`config.mk`:
```
export PLATFORM = sky130hd
export DESIGN_NAME = vm_pipe_reg
export DESIGN_NICKNAME = d
export VERILOG_FILES = /design/src/rtl/vm_defs_pkg.sv /design/src/rtl/vm_pipe_stage.sv /design/src/rtl/vm_pipe_reg.sv
export SDC_FILE = /design/constraint.sdc
export NUM_CORES = 1
export LEC_CHECK = 0
export ABC_AREA = 1
export CORE_UTILIZATION = 45
export DETAILED_ROUTE_END_ITERATION = 10
export PLACE_DENSITY = 0.76
export SYNTH_ARGS = -nofsm -noshare
export SYNTH_HDL_FRONTEND = slang
export SYNTH_SLANG_ARGS = --single-unit
```
`constraint.sdc`:
```
create_clock -name clk -period 2.34 [get_ports clk]
set_clock_uncertainty 0.1 [all_clocks]
set_input_delay 0.234 -clock clk [delete_from_list [all_inputs] [get_ports clk]]
set_output_delay 0.234 -clock clk [all_outputs]
set_load 0.005 [all_outputs]
```
`src/rtl/vm_defs_pkg.sv`:
```
`default_nettype none
// ============================================================================
//  Module  : vm_defs (package)
//  Brief   : Shared word width and reset word for the vending-machine datapath.
//  Rev     : 1.0
// ============================================================================
package vm_defs;

   localparam int          VM_DATA_W    = 8;
   localparam logic [31:0] VM_RESET_VAL = 32'h0000_0000;

endpackage
`default_nettype wire

```
`src/rtl/vm_pipe_stage.sv`:
```
`default_nettype none
// ============================================================================
//  Module  : vm_pipe_stage
//  Brief   : One {valid,data} slice of the stallable register pipeline.
//  Rev     : 1.0
// ============================================================================
module vm_pipe_stage
   import vm_defs::*;
#(
   parameter int               WIDTH     = VM_DATA_W,
   parameter logic [WIDTH-1:0] RESET_VAL = WIDTH'(VM_RESET_VAL)
) (
   input  logic             clk,
   input  logic             rst_n,
   input  logic             clr,
   input  logic             prev_valid,
   input  logic [WIDTH-1:0] prev_data,
   input  logic             rdy_in,
   output logic             rdy_out,
   output logic             valid,
   output logic             valid_nxt,
   output logic [WIDTH-1:0] data
);

   logic             r_valid;
   logic [WIDTH-1:0] r_data;

   // An empty slice always accepts, so bubbles collapse behind a stall.
   assign rdy_out = !r_valid | rdy_in;

   always_comb begin
      valid_nxt = r_valid;
      if (clr) begin
         valid_nxt = 1'b0;
      end else if (rdy_out) begin
         valid_nxt = prev_valid;
      end
   end

   always_ff @(posedge clk or negedge rst_n) begin
      if (!rst_n) begin
         r_valid <= 1'b0;
         r_data  <= RESET_VAL;
      end else begin
         r_valid <= valid_nxt;
         if (clr) begin
            r_data <= RESET_VAL;
         end else if (rdy_out && prev_valid) begin
            r_data <= prev_data;
         end
      end
   end

   assign valid = r_valid;
   assign data  = r_data;

endmodule
`default_nettype wire

```
`src/rtl/vm_pipe_reg.sv`:
```
`default_nettype none
// ============================================================================
//  Module  : vm_pipe_reg
//  Brief   : DEPTH-stage valid/ready register pipeline with flush and occupancy.
//  Rev     : 1.0
// ============================================================================
module vm_pipe_reg
   import vm_defs::*;
#(
   parameter int               WIDTH     = VM_DATA_W,
   parameter int               DEPTH     = 2,
   parameter logic [WIDTH-1:0] RESET_VAL = WIDTH'(VM_RESET_VAL)
) (
   input  logic                       clk,
   input  logic                       rst_n,
   input  logic                       clr,
   input  logic                       in_valid,
   output logic                       in_ready,
   input  logic [WIDTH-1:0]           in_data,
   output logic                       out_valid,
   input  logic                       out_ready,
   output logic [WIDTH-1:0]           out_data,
   output logic [$clog2(DEPTH+1)-1:0] occupancy
);

   localparam int c_OCC_W = $clog2(DEPTH+1);

   // Index 0 is the upstream side; index DEPTH is the output side.
   logic [DEPTH:0]            w_rdy;
   logic [DEPTH:0]            w_vchain;
   logic [DEPTH:0][WIDTH-1:0] w_dchain;
   logic [DEPTH-1:0]          w_v_nxt;
   logic [c_OCC_W-1:0]        w_occ_nxt;
   logic [c_OCC_W-1:0]        r_occ;

   assign w_rdy[DEPTH] = out_ready;
   assign in_ready     = w_rdy[0];
   assign w_vchain[0]  = in_valid;
   assign w_dchain[0]  = in_data;

   generate
      for (genvar gi = 0; gi < DEPTH; gi++) begin : g_stage
         vm_pipe_stage #(
            .WIDTH     (WIDTH),
            .RESET_VAL (RESET_VAL)
         ) u_stage (
            .clk        (clk),
            .rst_n      (rst_n),
            .clr        (clr),
            .prev_valid (w_vchain[gi]),
            .prev_data  (w_dchain[gi]),
            .rdy_in     (w_rdy[gi+1]),
            .rdy_out    (w_rdy[gi]),
            .valid      (w_vchain[gi+1]),
            .valid_nxt  (w_v_nxt[gi]),
            .data       (w_dchain[gi+1])
         );
      end
   endgenerate

   // Counting next-state valids keeps occupancy aligned with the valid bits.
   always_comb begin
      w_occ_nxt = '0;
      for (int i = 0; i < DEPTH; i++) begin
         w_occ_nxt = w_occ_nxt + c_OCC_W'(w_v_nxt[i]);
      end
   end

   always_ff @(posedge clk or negedge rst_n) begin
      if (!rst_n) begin
         r_occ <= '0;
      end else begin
         r_occ <= w_occ_nxt;
      end
   end

   assign out_valid = w_vchain[DEPTH];
   assign out_data  = w_dchain[DEPTH];
   assign occupancy = r_occ;

endmodule
`default_nettype wire

```
==> impl_metrics.toml <==
[setup_path]
end_kind = "output pin"
critPathBufInv = 1
crit_path_max_incr_delay_ns = 0.57
largest_fanout_on_the_critical_path = 7
crit_path_max_delay_family = "buffers and inverters"
cp.arrival_ns = 1.53
cp_cell_sequence = "nand3_1, clkdlybuf4s50_1"
startpoint_kind_of_the_worst_setup_timing_path = "register"
critical_path_class = "register to output pin"
crit_path_top_delay_cell = "sky130_fd_sc_hd__clkdlybuf4s50_1"
critPathRequiredTime_ns = 2.01

[timing]
max-slew-margin-rel_pct = 76.7
timing.setup.tns_ns = 0
grt_setup_unrepaired = "false"
setup_viol = 0
report.final.slew_viol_count = 0
fin_crit_sh_pct = 79.5
layout_min_cycle_time_ns = 1.86
maxClockFrequency_mhz = 537
worst_slew_pin_slew_ns = 0.348
final.hold.worst_slack_ns = 0.142
timing_hold_violations_final = 0

[outcome]
run_status = "finished clean"

[power]
intPower_uw = 499
cellLeakagePower_nw = 0.587
total_power_uw = 656
power.share.sequential_pct = 56.2
cellPowerDensity_nw_per_um2 = 573
p_sw_share_pct = 23.9
power.clock.fraction_pct = 30.9
ir_drop_mv = 0.424
switchingPower_uw = 157
combPwrFrac_pct = 12.9

[clock_network]
reg_clk_slew_reported_paths_ns = 0.11
tritoncts_clock_tree = "built"
cts_buffer_depth = 2
cts_max_level = 1
post_cts.resized_instances = 0
skew_pair_late_insertion_delay_ns = 0.31
cts_made_buffers = 3
number_of_sinks_on_the_clock_net = 20
cts_hold_repair.buffers = 0
post-cts-setup-buffers = 0
clockRootBuffer = "sky130_fd_sc_hd__clkbuf_4"

[finish]
final_core_util_pct = 65.0
areaGrowthSynthToFinish_pct = 31.2
final_nets = 135
final_layout_size_suffix_gt1_share_pct = 7.50
diodes = 0
finish.instance_area_um2 = 1150

[yosys]
yosys-top-cells-area = "sky130_fd_sc_hd__dfrtp_1 (57%), sky130_fd_sc_hd__nand2_1 (12%), sky130_fd_sc_hd__nand3_1 (8.0%), sky130_fd_sc_hd__nand4_1 (5.0%), sky130_fd_sc_hd__inv_1 (3.4%)"
post_synth_design_cell_area_um2 = 873
synth.avg_cell_area_um2 = 9.10
synth.most_common_cell = "sky130_fd_sc_hd__nand2_1"
synth_simple_gate_area_share_pct = 29.7
synth_mux_area_share_pct = 0
synth-seq-cells = 20
synth_xor_xnor_area_share_pct = 0
postSynth.topFlopCell = "sky130_fd_sc_hd__dfrtp_1"
netlist-cell-type-count = 15
commonest_cells_in_the_netlist = "sky130_fd_sc_hd__nand2_1 (29), sky130_fd_sc_hd__dfrtp_1 (20), sky130_fd_sc_hd__nand3_1 (14)"
synth_fa_ha_area_share_pct = 1.43
synth_top_area_cell = "sky130_fd_sc_hd__dfrtp_1"
ys_async_sr_fraction_pct = 100
synth-compound-area-share_pct = 1.72
synthesis.instances = 96
yosys.area.top_type_share_pct = 57.3
synth_seq_area_share_pct = 57.3
synth_edf_count = 0
yosysWarnings = 0
synth_top_family_by_area = "simple AND/OR/NAND/NOR gates"
syn_nets = 110

[die]
die_area_um2 = 2120
top_level_ports = 25
start_util_pct = 49.5
die_x_um = 46.1
core-area_um2 = 1760
die_height_um = 46.1
rows = 15

[routing]
overall_routed_net_length_mm = 1.56
drt_iter0_markers = 14
post_drt_via_cell_ratio = 4.72
detailed_route_drc_error_count = 0
avgRoutedWirePerCell_um = 10.8
detailedRoute.firstPassIterationCount = 4
dr_total_vias = 684
drt.antenna.violating_nets = 0

[place]
dpl-instance-area_um2 = 1110
hpwlAfterDp_mm = 1.11
buffer_ports.inserted = 24
finalWeightedCongestion = 0.803

[global_routing]
grt_antenna_before_repair = 0
grt_pass1_vias = 567
pin_count_of_the_biggest_net_entering_global_routing = 22
track_usage_pct = 17.5
grt_pass1_wl_mm = 2.54
globalRouteOverflowTotal = 0

[flow_run]
drv_cap = 0

[worst_hold_path]
min_path_type = "input pin to asynchronous set/reset pin"
==> flip-flops by register name, summed over array words and instances, names as in the netlist <==
register / flops
g_stage.u_stage.data: 16
g_stage.u_stage.valid: 2
occupancy: 2
==> layer usage <==
metal,wire (um),GRT usage (%)
met2,702,25.6
met3,58,4.71
met5,0,0
met4,24,7.06
met1,776,24.6
==> through the flow <==
step / instances / worst slack (ns)
after global placement: 141 / 0.496
after global routing: 145 / 0.420
after detailed placement: 141 / 0.499
after floorplan: 96 / 1.05
after CTS: 145 / 0.464
final: 145 / 0.479
==> kinds of logic after synthesis <==
logic type / after synthesis
simple gates: 57
flops: 20
compound gates: 3
fa+ha+maj: 1
buf+inv: 15
==> final cells by class <==
type | instances | area (um^2)
sequential | 20 | 500
timing repair buffer | 26 | 255
clock buffer | 4 | 36.3
tap | 25 | 31.3
inverter | 9 | 36.3
multi-input combinational | 61 | 287
fill | 160 | 618
==> final timing paths <==
kind / startpoint / to / slack, ns / cells after the start
max in group asynchronous: rst_n / g_stage[0].u_stage.valid$_DFF_PN0_ / 1.79 / 2
setup reg to reg: g_stage[1].u_stage.valid$_DFF_PN0_ / occupancy[0]$_DFF_PN0_ / 0.83 / 4
min in group clk: in_data[7] / g_stage[0].u_stage.data[7]$_DFFE_PN0P_ / 0.37 / 3
hold reg to reg: g_stage[1].u_stage.data[2]$_DFFE_PN0P_ / g_stage[1].u_stage.data[2]$_DFFE_PN0P_ / 0.41 / 2
setup / recovery: g_stage[1].u_stage.valid$_DFF_PN0_ / in_ready / 0.48 / 2
hold / removal: rst_n / g_stage[0].u_stage.data[5]$_DFFE_PN0P_ / 0.14 / 2
==> power groups by stage <==
stage	Clock, mW	Combinational (mW)	Sequential (mW)
2_1_floorplan	0	0.0420	0.376
3_3_place_gp	0	0.0840	0.375
3_5_place_dp	0	0.0855	0.376
4_1_cts	0.208	0.0858	0.369
5_1_grt	0.221	0.0955	0.371
6_report	0.203	0.0843	0.369
==> placed cells by master (no fill, tap or decap), types with 2 or more instances in the layout <==
master                            count
sky130_fd_sc_hd__dfrtp_1             20
sky130_fd_sc_hd__clkbuf_4             3
sky130_fd_sc_hd__inv_1                8
sky130_fd_sc_hd__nand4_1              7
sky130_fd_sc_hd__nand3_1             14
sky130_fd_sc_hd__a21oi_1              2
sky130_fd_sc_hd__clkdlybuf4s50_1     24
sky130_fd_sc_hd__nor2_1               5
sky130_fd_sc_hd__buf_4                2
sky130_fd_sc_hd__nand2_1             29
Note: power is estimated with default switching activity, not from simulation.
